File: config.mk
export PLATFORM = sky130hd
export DESIGN_NAME = control_unit
export DESIGN_NICKNAME = d
export VERILOG_FILES = /design/src/rtl/control_unit.sv
export SDC_FILE = /design/constraint.sdc
export NUM_CORES = 1
export LEC_CHECK = 0
export BUFFER_PORTS_ARGS = -buffer_cell sky130_fd_sc_hd__buf_2
export CORE_ASPECT_RATIO = 1.1
export CORE_MARGIN = 2
export CORE_UTILIZATION = 53
export CTS_CLUSTER_SIZE = 24
export DETAILED_ROUTE_END_ITERATION = 10
export PLACE_DENSITY = 0.91
export SLEW_MARGIN = 20
export SYNTH_ARGS = -nofsm -noshare
export SYNTH_HDL_FRONTEND = slang
export SYNTH_SLANG_ARGS = --single-unit
File: constraint.sdc
create_clock -name clk -period 2.25 [get_ports clk]
set_input_delay 0.45 -clock clk [delete_from_list [all_inputs] [get_ports clk]]
set_output_delay 0.45 -clock clk [all_outputs]
set_load 0.02 [all_outputs]
File: src/rtl/control_unit.sv
// rtl/control_unit.sv - Moore control sequencer for a 16-bit single-bus datapath
//
// Fetches an instruction over the shared bus into IR, decodes it and steps the
// datapath strobes one state per clock. Memory accesses wait on MFC. If MFC does
// not arrive within MFC_TIMEOUT cycles, the unit latches memFault and halts.
//
// Parameters
//   MFC_TIMEOUT  cycles spent in a memory wait before a fault (1..255)
// Configuration macro
//   CU_IO_INSTR_EN  when defined, enables opcode 0x5 (IN) and 0x6 (OUT).
//                   When undefined, both opcodes run as NOP and p0Latch and p1Out stay 0.
// Ports
//   clk, rst                  clock, asynchronous active-high reset
//   busIn[15:0]               bus value captured into IR during the fetch
//   MFC                       memory function complete
//   ALUin0/ALUin1             ALU operand register latches
//   ALUOutLatch/ALUOutEn      ALU result latch and bus drive
//   opControl[2:0]            ALU operation (IR[7:5] while ALUOutLatch, else 0)
//   PCOutEn/PCInc             PC bus drive, PC increment pulse
//   rLatch[3:0]/rOut[3:0]     register file latch / bus drive, bit n = rn
//   memEN/memRW               memory cycle request, 1 = read, 0 = write
//   MARin                     MAR latch
//   MDRwriteEN/MDRreadEN      MDR load from bus / load from memory
//   MDRout                    MDR bus drive
//   p0Latch/p1Out             output port latch, input port bus drive
//   halted/memFault           sticky status flags

module control_unit #(
    parameter int MFC_TIMEOUT = 255
) (
    input  logic        clk,
    input  logic        rst,
    input  logic [15:0] busIn,
    input  logic        MFC,
    output logic        ALUin0,
    output logic        ALUin1,
    output logic        ALUOutLatch,
    output logic        ALUOutEn,
    output logic [2:0]  opControl,
    output logic        PCOutEn,
    output logic        PCInc,
    output logic [3:0]  rLatch,
    output logic [3:0]  rOut,
    output logic        memEN,
    output logic        memRW,
    output logic        MARin,
    output logic        MDRwriteEN,
    output logic        MDRreadEN,
    output logic        MDRout,
    output logic        p0Latch,
    output logic        p1Out,
    output logic        halted,
    output logic        memFault
);

    typedef enum logic [4:0] {
        F_ADDR, F_MEM, F_RD, F_IR, DECODE,
        A0, A1, AL, AW,
        L_A, L_M, L_D, L_W,
        S_A, S_D, S_M,
        MV,
        I_R, O_W,
        HALT
    } state_t;

    localparam logic [7:0] LAST_WAIT = 8'(MFC_TIMEOUT - 1);

    state_t      state, next_state;
    logic [15:0] ir;
    logic [7:0]  wcnt;
    logic        run;
    logic        mem_fault_q;
    logic        load_ir;
    logic        set_fault;
    logic        in_wait;
    logic        timed_out;
    logic [3:0]  rd_oh, rs_oh;
    logic        unused_ir_bits;

    // IR[4:0] carries no control information
    assign unused_ir_bits = ^ir[4:0];

    assign rd_oh     = 4'b0001 << ir[11:10];
    assign rs_oh     = 4'b0001 << ir[9:8];
    assign in_wait   = (state == F_MEM) || (state == L_M) || (state == S_M);
    // wcnt counts completed wait cycles, so the current cycle is the last
    // allowed one when wcnt reaches MFC_TIMEOUT-1
    assign timed_out = (wcnt == LAST_WAIT);
    assign memFault  = mem_fault_q;

    // run stays low for the partial cycle after reset release, so every strobe
    // stays low until the first full clock period. It also keeps F_ADDR from
    // being shortened by a reset release close to a clock edge.
    always_ff @(posedge clk or posedge rst) begin
        if (rst) begin
            state       <= F_ADDR;
            ir          <= 16'h0000;
            wcnt        <= 8'd0;
            run         <= 1'b0;
            mem_fault_q <= 1'b0;
        end else begin
            run   <= 1'b1;
            state <= next_state;
            if (load_ir) begin
                ir <= busIn;
            end
            if (set_fault) begin
                mem_fault_q <= 1'b1;
            end
            // Wait states never follow each other directly, so staying in the
            // same wait state is the only case that keeps counting.
            // Every entry starts from zero.
            if (in_wait && (next_state == state)) begin
                wcnt <= wcnt + 8'd1;
            end else begin
                wcnt <= 8'd0;
            end
        end
    end

    always_comb begin
        next_state = state;
        load_ir    = 1'b0;
        set_fault  = 1'b0;
        if (!run) begin
            next_state = F_ADDR;
        end else begin
            case (state)
                F_ADDR: next_state = F_MEM;
                F_MEM: begin
                    if (MFC) begin
                        next_state = F_RD;
                    end else if (timed_out) begin
                        next_state = HALT;
                        set_fault  = 1'b1;
                    end
                end
                F_RD: next_state = F_IR;
                F_IR: begin
                    next_state = DECODE;
                    load_ir    = 1'b1;
                end
                DECODE: begin
                    case (ir[15:12])
                        4'h1:    next_state = A0;
                        4'h2:    next_state = L_A;
                        4'h3:    next_state = S_A;
                        4'h4:    next_state = MV;
`ifdef CU_IO_INSTR_EN
                        4'h5:    next_state = I_R;
                        4'h6:    next_state = O_W;
`endif
                        4'hF:    next_state = HALT;
                        default: next_state = F_ADDR;
                    endcase
                end
                A0: next_state = A1;
                A1: next_state = AL;
                AL: next_state = AW;
                AW: next_state = F_ADDR;
                L_A: next_state = L_M;
                L_M: begin
                    if (MFC) begin
                        next_state = L_D;
                    end else if (timed_out) begin
                        next_state = HALT;
                        set_fault  = 1'b1;
                    end
                end
                L_D: next_state = L_W;
                L_W: next_state = F_ADDR;
                S_A: next_state = S_D;
                S_D: next_state = S_M;
                S_M: begin
                    if (MFC) begin
                        next_state = F_ADDR;
                    end else if (timed_out) begin
                        next_state = HALT;
                        set_fault  = 1'b1;
                    end
                end
                MV:      next_state = F_ADDR;
                I_R:     next_state = F_ADDR;
                O_W:     next_state = F_ADDR;
                HALT:    next_state = HALT;
                default: next_state = F_ADDR;
            endcase
        end
    end

    // Strobe decode: a function of state and IR only
    always_comb begin
        ALUin0      = 1'b0;
        ALUin1      = 1'b0;
        ALUOutLatch = 1'b0;
        ALUOutEn    = 1'b0;
        opControl   = 3'd0;
        PCOutEn     = 1'b0;
        PCInc       = 1'b0;
        rLatch      = 4'b0000;
        rOut        = 4'b0000;
        memEN       = 1'b0;
        memRW       = 1'b0;
        MARin       = 1'b0;
        MDRwriteEN  = 1'b0;
        MDRreadEN   = 1'b0;
        MDRout      = 1'b0;
        p0Latch     = 1'b0;
        p1Out       = 1'b0;
        halted      = 1'b0;
        if (run) begin
            case (state)
                F_ADDR: begin
                    PCOutEn = 1'b1;
                    MARin   = 1'b1;
                end
                F_MEM: begin
                    memEN = 1'b1;
                    memRW = 1'b1;
                end
                F_RD: MDRreadEN = 1'b1;
                F_IR: begin
                    MDRout = 1'b1;
                    PCInc  = 1'b1;
                end
                A0: begin
                    rOut   = rd_oh;
                    ALUin0 = 1'b1;
                end
                A1: begin
                    rOut   = rs_oh;
                    ALUin1 = 1'b1;
                end
                AL: begin
                    ALUOutLatch = 1'b1;
                    opControl   = ir[7:5];
                end
                AW: begin
                    ALUOutEn = 1'b1;
                    rLatch   = rd_oh;
                end
                L_A: begin
                    rOut  = rs_oh;
                    MARin = 1'b1;
                end
                L_M: begin
                    memEN = 1'b1;
                    memRW = 1'b1;
                end
                L_D: MDRreadEN = 1'b1;
                L_W: begin
                    MDRout = 1'b1;
                    rLatch = rd_oh;
                end
                S_A: begin
                    rOut  = rs_oh;
                    MARin = 1'b1;
                end
                S_D: begin
                    rOut       = rd_oh;
                    MDRwriteEN = 1'b1;
                end
                S_M: memEN = 1'b1;
                MV: begin
                    rOut   = rs_oh;
                    rLatch = rd_oh;
                end
`ifdef CU_IO_INSTR_EN
                I_R: begin
                    p1Out  = 1'b1;
                    rLatch = rd_oh;
                end
                O_W: begin
                    rOut    = rs_oh;
                    p0Latch = 1'b1;
                end
`endif
                HALT:    halted = 1'b1;
                default: ;
            endcase
        end
    end

endmodule

* Yosys cells after proc, flatten, opt, wreduce, memory -nomap -nowiden
Index checks and enable logic that the tools add are counted.
** Storage, ports and cells
- Logic and storage cells :: 88
- Register bits after elaboration :: 31
- Bits of input ports :: 19
** Operators by class
- Multiplexer cells :: 44
- Reduce and logical (&&, ||, !) cells :: 12
- Equal/unequal tests :: 24
- Shifts and indexed selects :: 2
- Add/sub/neg operators :: 1
** Operators with widths (number)
- 5-bit one-hot mux with 15 select lines :: 1
- 5-bit by 4-bit == test with 1-bit output (second input constant) :: 8
- 1-bit 2-to-1 mux :: 30
- 5-bit 2-to-1 mux :: 5
- 5-bit one-hot mux with 5 select lines :: 1
- 5-bit by 3-bit == test with 1-bit output (second input constant) :: 4
- 4-bit 2-to-1 mux :: 3
- 5-bit by 2-bit == test with 1-bit output (second input constant) :: 2
- 5-bit == test (second input constant) :: 2
- 3-bit OR reduction :: 3
- 8-bit by 1-bit adder with 8-bit output (second input constant) :: 1
- 4-bit by 2-bit == test with 1-bit output (second input constant) :: 2
- 8-bit == test (second input constant) :: 1
- 8-bit 2-to-1 mux :: 1
- 4-bit one-hot mux with 2 select lines :: 1
- 2-bit OR reduction :: 4
- 1-bit by 2-bit << shifter with 4-bit output (first input constant) :: 2
- 3-bit 2-to-1 mux :: 2
- 5-bit by 1-bit == test with 1-bit output (second input constant) :: 1
- 5-bit == test :: 1
- 5-bit logical NOT :: 1
- 4-bit by 1-bit == test with 1-bit output (second input constant) :: 1
- 4-bit by 3-bit == test with 1-bit output (second input constant) :: 1
- 4-bit == test (second input constant) :: 1
- other kinds (3) :: 4

* Depth between registers and ports, before layout
Gate-level depths: netlist (run 1).
- Depth in word-level cells :: 8
- Gate-level depth with buffers :: 8
- Mapped depth without buffers :: 7

* Least setup slack after synthesis (run 1)
Ideal clock, no wire load.
- Path kind :: register to output
- Start point :: register state[4]
- End point :: output port rOut[2]
- Data arrival time :: 1.857 ns
- Data required time :: 1.800 ns
- Cell stages (with the launch flop) :: 8
- Path slack :: -0.057 ns
- Buffers on the path :: 2
- Path through :: dfrtp_1 > clkbuf_1 > clkbuf_1 > and3b_1 > a21oi_1 > o32ai_1 > nand3b_1 > a21boi_0
** On the way
- Cells in the longest elaborated chain, start to end :: 4
** Ends and longest elaborated chain
- start: declaration :: RTL line 68 : state_t state, next_state;
- start signal: assignment :: RTL line 103 : state <= next_state;
- 5-bit by 4-bit == test with 1-bit output (tied with other cells) :: RTL line 212 : case (state)
- 4-bit OR reduction (no line) or 2-bit OR reduction (tied branches)
- 4-bit one-hot mux with 2 select lines * :: RTL line 212
- 4-bit 2-to-1 mux * :: RTL line 211 : if (run) begin
- end: declaration :: RTL line 43 : output logic [3:0] rOut,
Every way passes the cells marked *; elsewhere a longest branch is shown, timed or not.

* Worst setup path in the final report (run 1)
- Start point :: register state[4]
- End point :: output port rOut[3]
The elaborated chain is that of the path after synthesis.

==> results of run 1 <==
==> worst max path at each step <==
stage / to / slack (ps) / from
6_report: rOut[3] / -270 / state[4]$_DFF_PP0_
5_1_grt: rOut[3] / -300 / state[4]$_DFF_PP0_
4_1_cts: rOut[3] / -50 / state[1]$_DFF_PP0_
3_5_place_dp: wcnt[7]$_DFF_PP0_ / 30 / state[0]$_DFF_PP0_
3_3_place_gp: wcnt[0]$_DFF_PP0_ / 80 / state[0]$_DFF_PP0_
2_1_floorplan: rOut[3] / 70 / state[4]$_DFF_PP0_
==> worst register-to-register path: stages, from the launching register on <==
cell and delay, ps:
dfrtp_2 450, buf_4 130, buf_4 110, buf_4 100, buf_4 130, nand4bb_1 110
or3_1 360, and4_4 200, a221o_2 450, buf_4 170, nor3_2 110
==> per-stage QoR <==
step,TNS [ps],power [W],hold slack [ps]
final,-1780,0.00155,140
after CTS,-151,0.00143,148
after global placement,0,0.00103,436
after global routing,-3200,0.00163,153
after floorplan,0,0.000931,437
after detailed placement,0,0.00106,454
==> cell usage after synthesis (all sizes together) (2+ instances only) <==
master   n
o211ai   2
clkbuf   6
nor3    15
a41oi    2
nor3b    3
buf     10
nor2    20
xor2     6
nor2b    2
inv      9
nand2   44
conb     2
and4     4
nand4    4
and3     2
xnor2    2
or3      3
ha       2
nand3b   3
o21a     5
nand3    8
a21oi   13
o21ai    7
a31oi    2
nor4     2
nand2b   3
or2      4
dfrtp   26
o22ai    2
and2     7
==> layer usage <==
metal,vias to the layer above,track usage (%),part of all wire (%)
met3,67,3.15,9.1
met1,1047,38.5,36
met2,174,49.6,48
met5,-,0,0
li1,966,-,-
met4,0,11.1,6.4
==> flip-flops by register name (all words and copies together) (netlist names) <==
| signal | count |
|---|---|
| state | 5 |
| ir | 11 |
| wcnt | 8 |
| memFault | 1 |
| run | 1 |
==> what timing repair did <==
action | CTS | global route
cloned | 0 | 0
pin swaps | 7 | 22
hold buffers | 0 | 0
setup buffers | 16 | 14
gates resized for setup | 34 | 55
endpoints found under the setup margin | 18 | 25
==> logic make-up after synthesis <==
kind of cell,Yosys count,synth area share [%]
AND/OR/NAND/NOR,130,36.9
XOR/XNOR,8,3.87
AO/OA/AOI/OAI,42,15.3
other,2,0.415
flip-flops,26,35.9
adder cells (fa/ha/maj),2,1.38
buffers and inverters,25,6.28
==> cell type report <==
class,instances,area share [%]
multi-input cells,185,46.6
well taps,36,1.64
inverters,9,1.23
clock inverters,1,1.10
repair buffers,88,24.6
clock buffers,3,0.822
flip-flops and latches,26,24.0
==> power by group <==
part           switching (W)  internal, W
combinational       0.000280     0.000224
clock               0.000145     0.000180
sequential          0.000146     0.000575
total               0.000570     0.000980
==> run summary, run 1 <==
Die X: 59.7 um
number of global-route vias before repair: 1,830
Num CTS Buffers: 3
chain of cells forming the critical path: and3b_1 -> a21oi_2 -> o32ai_4 -> nand2_1 -> o22ai_1 -> and2_1 -> buf_6
design area: 2740 um2
DIE AREA: 3900 um2
placed insts: 316
initial antenna violation count: 0
Worst Path Max Fanout: 4
Bufs and invs on worst path: 1
num rows: 22
critical path launch point type: flop
wire per inst: 19.7 um
CTS Root Cell: clkbuf_4
Peak Freq: 0.396 GHz
crit end category: primary output
drt drc: 0
most frequent cells in the layout: buf_4 (50), nand2_1 (41), buf_2 (22)
Final period util: 112%
Top Ports: 46
Tmin final: 2520 ps
Reg-to-Reg End: wcnt[4]$_DFF_PP0_
ranking of synthesized cells by area: dfrtp_1 (36%), nand2_1 (9.1%), nor2_1 (4.1%)
max incr delay on CP: 470 ps
FF-to-FF path depth: 10
ANT cells: 0
Netlist cell types: 53
clk_skew: 4.30 ps
syn_area_per_cell: 7.71 um2
commonest non-fill, non-tap cell in the layout: buf_4
Core Footprint: 3300 um2
I/O Buffers: 38
area leader, netlist: dfrtp_1
Yosys reg bits: 26
crit-path leading delay family: simple AND/OR/NAND/NOR gates
CTS Buffer Depth: 2
Final Non-Filler Cells: 348
number of synthesized flops with an enable pin: 0
area delta synth->final: 51.3%
placed cell area: 2150 um2
ANT nets after route: 0
share of the synthesized area in the top cell type: 35.9%
Final Setup Violations: 18
Iteration-0 DRC Markers: 305
GRT overflow: 0
RSZ-0062 raised after global routing: yes
largest net degree at the start of global routing: 27
drt pass-1 iters: 8
Initial Util: 54.8%
critical path class: reg -> out
register area: 657 um2
CTS H-Tree Depth: 1
Slew Limit Fails: 0
TritonCTS clock tree: yes
final wirelength: 6870 um
Top FF cell, synth: dfrtp_1
endpoints failing hold: 0
Slowest cell on crit path: dfrtp_2
worst slack, placed: 27.0 ps
wire length of the first global-routing pass: 8670 um
Yosys warning count: 0
Placer Congestion: 0.919
HPWL Detailed: 3480 um
Cell Area, Synth: 1810 um2
FF-to-FF Start: state[2]$_DFF_PP0_
failing checks: negative setup slack
sequential share of the synthesized area: 35.9%
multi-input logic area: 1280 um2
gr usage total: 29.5%
Worst VDD drop: 0.432 mV
Final Util: 83.0%
Via density: 6.48
run status: finished with violations
Die Y: 65.3 um
Max-cap violations: 0
Cells after Synth: 235
cell depth of the worst setup path: 7
share of async-settable or async-resettable flops after synthesis: 100%
Critical Path AT: 2070 ps
Clk Latency, worst-skew pair: 330 ps
Worst Path Required: 1800 ps
leakage: 1.26 nW
clk sink count: 26
nets: 334
PD cells: 565 nW/um2
final worst slack: -275 ps
clk slew on worst S/H paths: 140 ps
Hold Path Class: in -> async
Worst R2R Setup Slack: -130 ps
filler instances: 166
Vias: 2,254
share of cells above drive strength 1: 45.5%
(Power assumes the default switching activity.)
==> run 2: changes to the inputs <==
--- a/config.mk
+++ b/config.mk
@@ -12,6 +12,7 @@
 export CTS_CLUSTER_SIZE = 24
 export DETAILED_ROUTE_END_ITERATION = 10
 export PLACE_DENSITY = 0.91
+export REMOVE_ABC_BUFFERS = 1
 export SLEW_MARGIN = 20
 export SYNTH_ARGS = -nofsm -noshare
 export SYNTH_HDL_FRONTEND = slang
==> run 2 against run 1 <==
Compared with the run above:
- the flow still finishes with violations (negative setup slack)
- global-route usage grew 0.079 points
- fmax grew 3.8%
- wire length grew 2.0%
- sequential share of layout area grew 1.1 points
- critical path depth grew 1
- clock power shrank 26%
- first-iteration DRC count shrank 7.9%
- combinational power shrank 2%
- design area shrank 4.5%
- worst hold slack gained 7.6 ps
- total power shrank 6.6%
==> run summary, run 2 (synthesis gave the netlist of run 1 again) <==
run status: finished with violations
failing checks: negative setup slack
Hold Path Class: in -> async
largest registers: ir (11), wcnt (8), state (5)
Slew Limit Fails: 0 (unchanged)
critical path class: reg -> reg
CTS Buffer Depth: 2 (unchanged)
area delta synth->final: 44.5%
crit end category: flop
WHS: 147 ps (+7.56 ps)
Worst VDD drop: 0.440 mV (+1.9%)
Final Util: 79.2% (-3.7 points)
CTS H-Tree Depth: 1 (unchanged)
ANT cells: 0 (unchanged)
Core Footprint: 3300 um2 (unchanged)
Iteration-0 DRC Markers: 281 (-7.9%)
Worst Path Required: 2470 ps (+670 ps)
Critical Path AT: 2650 ps (+580 ps)
Biggest register: ir
max reg flops: 11 (unchanged)
multi-input logic area: 1250 um2 (-2.5%)
Clk Latency, worst-skew pair: 320 ps (about the same)
critical path launch point type: flop
HPWL Detailed: 3400 um (-2.3%)
max incr delay on CP: 460 ps (about the same)
grt met2 use: 48.8% (-0.82 points)
clk_skew: 8.04 ps (+3.74 ps)
wire per inst: 20.4 um (+3.5%)
Bufs and invs on worst path: 2 (+1)
Max-cap violations: 0 (unchanged)
GRT overflow: 0 (unchanged)
gr usage total: 29.6% (+0.079 points)
Die X: 59.7 um (unchanged)
PD cells: 553 nW/um2 (-2.2%)
crit-path leading delay family: simple AND/OR/NAND/NOR gates
final worst slack: -183 ps (+92.1 ps)
RSZ-0062 raised after global routing: yes
most used routing layer: met2
Peak Freq: 0.411 GHz (+3.8%)
Die Y: 65.3 um (unchanged)
most frequent cells in the layout: buf_4 (46), nand2_1 (42), buf_2 (26)
I/O Buffers: 38 (unchanged)
filler instances: 199 (+20%)
final wirelength: 7010 um (+2.0%)
Tmin final: 2430 ps (-92.1 ps)
leakage: 1.22 nW (-3.1%)
Most Frequent Cell on Critical Path: buf_4
nets: 329 (-1.5%)
share of cells above drive strength 1: 44.6% (-0.89 points)
register area: 657 um2 (unchanged)
Top Ports: 46 (unchanged)
Worst Path Max Fanout: 9 (+5)
drt drc: 0 (unchanged)
GR Util met3: 4.13% (+0.98 points)
Final period util: 108% (-4.1 points)
Via density: 6.71 (+3.5%)
chain of cells forming the critical path: buf_4 -> buf_4 -> xnor2_2 -> a31oi_2 -> or4_4 -> a21oi_2 -> a221o_2 -> and4b_1
initial antenna violation count: 0 (unchanged)
Placer Congestion: 0.901 (-2.0%)
endpoints failing hold: 0 (unchanged)
drt pass-1 iters: 6 (-2)
met1 Resource Use GR: 36.8% (-1.7 points)
commonest non-fill, non-tap cell in the layout: buf_4
ANT nets after route: 0 (unchanged)
number of global-route vias before repair: 1,983 (+8.4%)
Slowest cell on crit path: or4_4
wire length of the first global-routing pass: 8980 um (+3.7%)
clk slew on worst S/H paths: 150 ps (about the same)
Vias: 2,300 (+2.0%)
Initial Util: 54.8% (unchanged)
Num CTS Buffers: 3 (unchanged)
DIE AREA: 3900 um2 (unchanged)
num rows: 22 (unchanged)
largest net degree at the start of global routing: 27 (unchanged)
clk sink count: 26 (unchanged)
Final Setup Violations: 21 (+3)
TritonCTS clock tree: yes
CTS Root Cell: clkbuf_4
-- run 2: cell count changes in the layout (fill, tap and decap cells not counted), sizes merged --
cell,before,now
buf,88,83
bufinv,1,0
clkbuf,3,4
-- run 2: power by group --
part	total, W	switching (W)	leakage (nW)	internal [W]
registers	0.000712	0.000136	0.322	0.000575
clock network	0.000241	0.000142	0.0210	0.0000989
logic	0.000494	0.000284	0.879	0.000210
-- run 2: worst min-delay path, stage by stage --
cell	delay, ps
buf_2	90
inv_1	40
buf_4	310
-- run 2: metal layers --
| layer | wire length (um) | vias up |
|---|---|---|
| met3 | 602 | 64 |
| met1 | 2530 | 1072 |
| met5 | 0 | - |
| met4 | 494 | 0 |
| met2 | 3380 | 198 |
| li1 | - | 966 |
-- run 2: area by class of cell --
| class | instances | area share [%] |
|---|---|---|
| sequential | 26 | 25.1 |
| inverter | 9 | 1.29 |
| tap | 36 | 1.72 |
| clock buffer | 4 | 1.39 |
| multi-input combinational | 185 | 47.6 |
| timing repair buffer | 83 | 22.9 |
-- run 2: per-stage QoR --
step                      setup WS (ps)  area (um2)  setup TNS [ps]  instances  power [W]
after global routing               -327        2620           -3720        343    0.00152
after global placement             54.3        2130               0        315    0.00104
final                              -183        2620           -1850        343    0.00145
after CTS                         -82.8        2380            -252        330    0.00133
after floorplan                   -29.6        1740           -29.6        220   0.000918
after detailed placement          -19.3        2130           -19.3        315    0.00105
-- run 2: path summary, 6_finish.rpt --
check                                      from                    to  slack [ps]  cells past startpoint
max in group asynchronous                   rst    state[0]$_DFF_PP0_        1830                      3
min in group clk                       busIn[6]     ir[6]$_DFFE_PP0P_         310                      3
max reg2reg                  state[0]$_DFF_PP0_     wcnt[0]$_DFF_PP0_        -180                      8
max                          state[0]$_DFF_PP0_     wcnt[0]$_DFF_PP0_        -180                      8
min                                         rst         run$_DFF_PP0_         150                      3
min reg2reg                memFault$_DFFE_PP0P_  memFault$_DFFE_PP0P_         470                      1
-- run 2: what timing repair did --
item / in CTS / in global routing
setup buffers: 11 / 14
pin swaps: 8 / 22
endpoints found under the setup margin: 18 / 27
hold buffers: 0 / 0
resized for setup: 38 / 36
==> run 3: changes to the inputs <==
--- a/config.mk
+++ b/config.mk
@@ -7,7 +7,6 @@
 export LEC_CHECK = 0
 export BUFFER_PORTS_ARGS = -buffer_cell sky130_fd_sc_hd__buf_2
 export CORE_ASPECT_RATIO = 1.1
-export CORE_MARGIN = 2
 export CORE_UTILIZATION = 53
 export CTS_CLUSTER_SIZE = 24
 export DETAILED_ROUTE_END_ITERATION = 10
==> run 3 against run 2 <==
Compared with the run above:
- the flow still finishes with violations (negative setup slack)
- count of clock-buffer cells in the layout unchanged
- worst hold slack improved by 3.7 ps
- critical path depth stayed put
- non-clock buffer count shrank 9
- cell count fell by 3.2%
- via count decreased by 4.2%
- clock skew grew 0.80 ps
- worst setup slack worse by 62 ps
- design area rose by 0.72%
- largest power group unchanged
- clock power is 3% lower
- sequential power grew 2%
- combinational power down 3%
==> run summary, run 3 (synthesis gave the netlist of run 1 again) <==
Reg-to-Reg End: wcnt[3]$_DFF_PP0_
clk sink count: 26 (unchanged)
failing checks: negative setup slack
number of global-route vias before repair: 1,927 (-2.8%)
FF-to-FF path depth: 7 (-1)
register area: 654 um2 (-0.38%)
Iteration-0 DRC Markers: 278 (-1.1%)
Die X: 57.7 um (-3.3%)
Worst Path Max Fanout: 6 (-3)
Clk Latency, worst-skew pair: 320 ps (about the same)
final worst slack: -245 ps (-61.9 ps)
wire per inst: 19.7 um (-3.4%)
final wirelength: 6550 um (-6.5%)
largest registers: ir (11), wcnt (8), state (5)
Hold Path Class: in -> async
max reg flops: 11 (unchanged)
nets: 320 (-2.7%)
Tmin final: 2490 ps (+61.9 ps)
multi-input logic area: 1310 um2 (+5.1%)
CTS H-Tree Depth: 1 (unchanged)
area delta synth->final: 45.5%
design area: 2640 um2 (+0.72%)
ANT nets after route: 0 (unchanged)
drt pass-1 iters: 5 (-1)
Final Util: 83.6% (+4.4 points)
critical path class: reg -> out
Initial Util: 57.5% (+2.6 points)
crit end category: primary output
clk slew on worst S/H paths: 140 ps (about the same)
leakage: 1.20 nW (-1.6%)
CTS Buffer Depth: 2 (unchanged)
Die Y: 63.3 um (-3.1%)
Worst Path Required: 1800 ps (-670 ps)
chain of cells forming the critical path: buf_4 -> nor3b_4 -> a21oi_4 -> nor2_2 -> nand2_2 -> o22ai_1 -> and2_1 -> buf_6
Slew Limit Fails: 0 (unchanged)
CP Launch Point: state[1]$_DFF_PP0_
Vias: 2,203 (-4.2%)
wire length of the first global-routing pass: 9020 um (+0.39%)
Worst VDD drop: 0.538 mV (+22%)
share of cells above drive strength 1: 43.6% (-1.0 points)
CTS Root Cell: clkbuf_4
run status: finished with violations
RSZ-0062 raised after global routing: yes
max incr delay on CP: 500 ps (+40 ps)
Max-cap violations: 0 (unchanged)
largest net degree at the start of global routing: 27 (unchanged)
worst slack, placed: 66.6 ps (+85.9 ps)
Via density: 6.64 (-1.0%)
clk_skew: 8.84 ps (+0.800 ps)
Worst R2R Setup Slack: -40 ps (+140 ps)
Num CTS Buffers: 3 (unchanged)
Final period util: 111% (+2.8 points)
commonest non-fill, non-tap cell in the layout: nand2_1
Placer Congestion: 0.913 (+1.4%)
HPWL Detailed: 3440 um (+1.4%)
DIE AREA: 3660 um2 (-6.3%)
placed cell area: 2130 um2 (+0.12%)
Critical Path AT: 2040 ps (-610 ps)
crit-path leading delay family: simple AND/OR/NAND/NOR gates
Top Ports: 46 (unchanged)
critical path launch point type: flop
Setup TNS Final: -1350 ps (+496 ps)
Bufs and invs on worst path: 2 (unchanged)
Peak Freq: 0.401 GHz (-2.5%)
filler instances: 173 (-13%)
ANT cells: 0 (unchanged)
Final Setup Violations: 17 (-19%)
hold_buf cts: 0 (unchanged)
Biggest register: ir
PD cells: 545 nW/um2 (-1.4%)
num rows: 21 (-4.5%)
TritonCTS clock tree: yes
initial antenna violation count: 0 (unchanged)
Slowest cell on crit path: dfrtp_2
I/O Buffers: 38 (unchanged)
gr usage total: 32.4% (+2.8 points)
Core Footprint: 3150 um2 (-4.5%)
drt drc: 0 (unchanged)
GRT overflow: 0 (unchanged)
most frequent cells in the layout: nand2_1 (39), buf_4 (35), buf_2 (27)
FF-to-FF Start: state[1]$_DFF_PP0_
endpoints failing hold: 0 (unchanged)
run 3: changes by cell type in the layout (fill, tap and decap cells not counted), sizes merged:
| cell | before | now |
|---|---|---|
| buf | 83 | 74 |
run 3: metrics by stage:
stage,total power [W],cells,hold slack [ps]
detailed placement,0.00106,312,439
CTS,0.00131,328,167
global route,0.00150,332,186
global placement,0.00103,312,435
floorplan,0.000918,220,437
finish,0.00144,332,151
run 3: timing repair:
action | CTS | global route
cloned | 0 | 0
gates resized for setup | 27 | 56
endpoints found under the setup margin | 11 | 27
pin swaps | 7 | 16
buffers inserted | 12 | 5
run 3: worst max path at each step:
| stage | cells after the start | slack [ps] | to |
|---|---|---|---|
| 6_report | 8 | -240 | rOut[3] |
| 4_1_cts | 8 | -150 | rOut[3] |
| 5_1_grt | 8 | -280 | rOut[2] |
| 3_5_place_dp | 8 | 70 | rOut[3] |
| 3_3_place_gp | 7 | 110 | wcnt[0]$_DFF_PP0_ |
| 2_1_floorplan | 5 | -30 | rOut[2] |
run 3: cell type report:
| class | instances | share of cell area (%) |
|---|---|---|
| timing repair buffer | 74 | 21.2 |
| tap | 34 | 1.61 |
| sequential | 26 | 24.8 |
| multi-input combinational | 185 | 49.7 |
| inverter | 9 | 1.28 |
| clock buffer | 4 | 1.38 |
run 3: layer usage:
metal  vias to the layer above  GRT usage (%)  routed length, um
li1                        948              -                  -
met4                         0           16.4                489
met1                      1009           38.9               2350
met5                         -              0                  0
met2                       176           54.8               3150
met3                        70           5.75                561
run 3: report_power, final:
| group | leakage [nW] | switching (W) | internal [W] | total [W] |
|---|---|---|---|---|
| combinational | 0.856 | 0.000271 | 0.000210 | 0.000480 |
| sequential | 0.326 | 0.000147 | 0.000575 | 0.000723 |
| clock | 0.0210 | 0.000136 | 0.0000989 | 0.000234 |
run 3: tightest hold or removal path: cells and delay by family:
| kind | cells | cell delay (ps) |
|---|---|---|
| buffers and inverters | 3 | 440 |
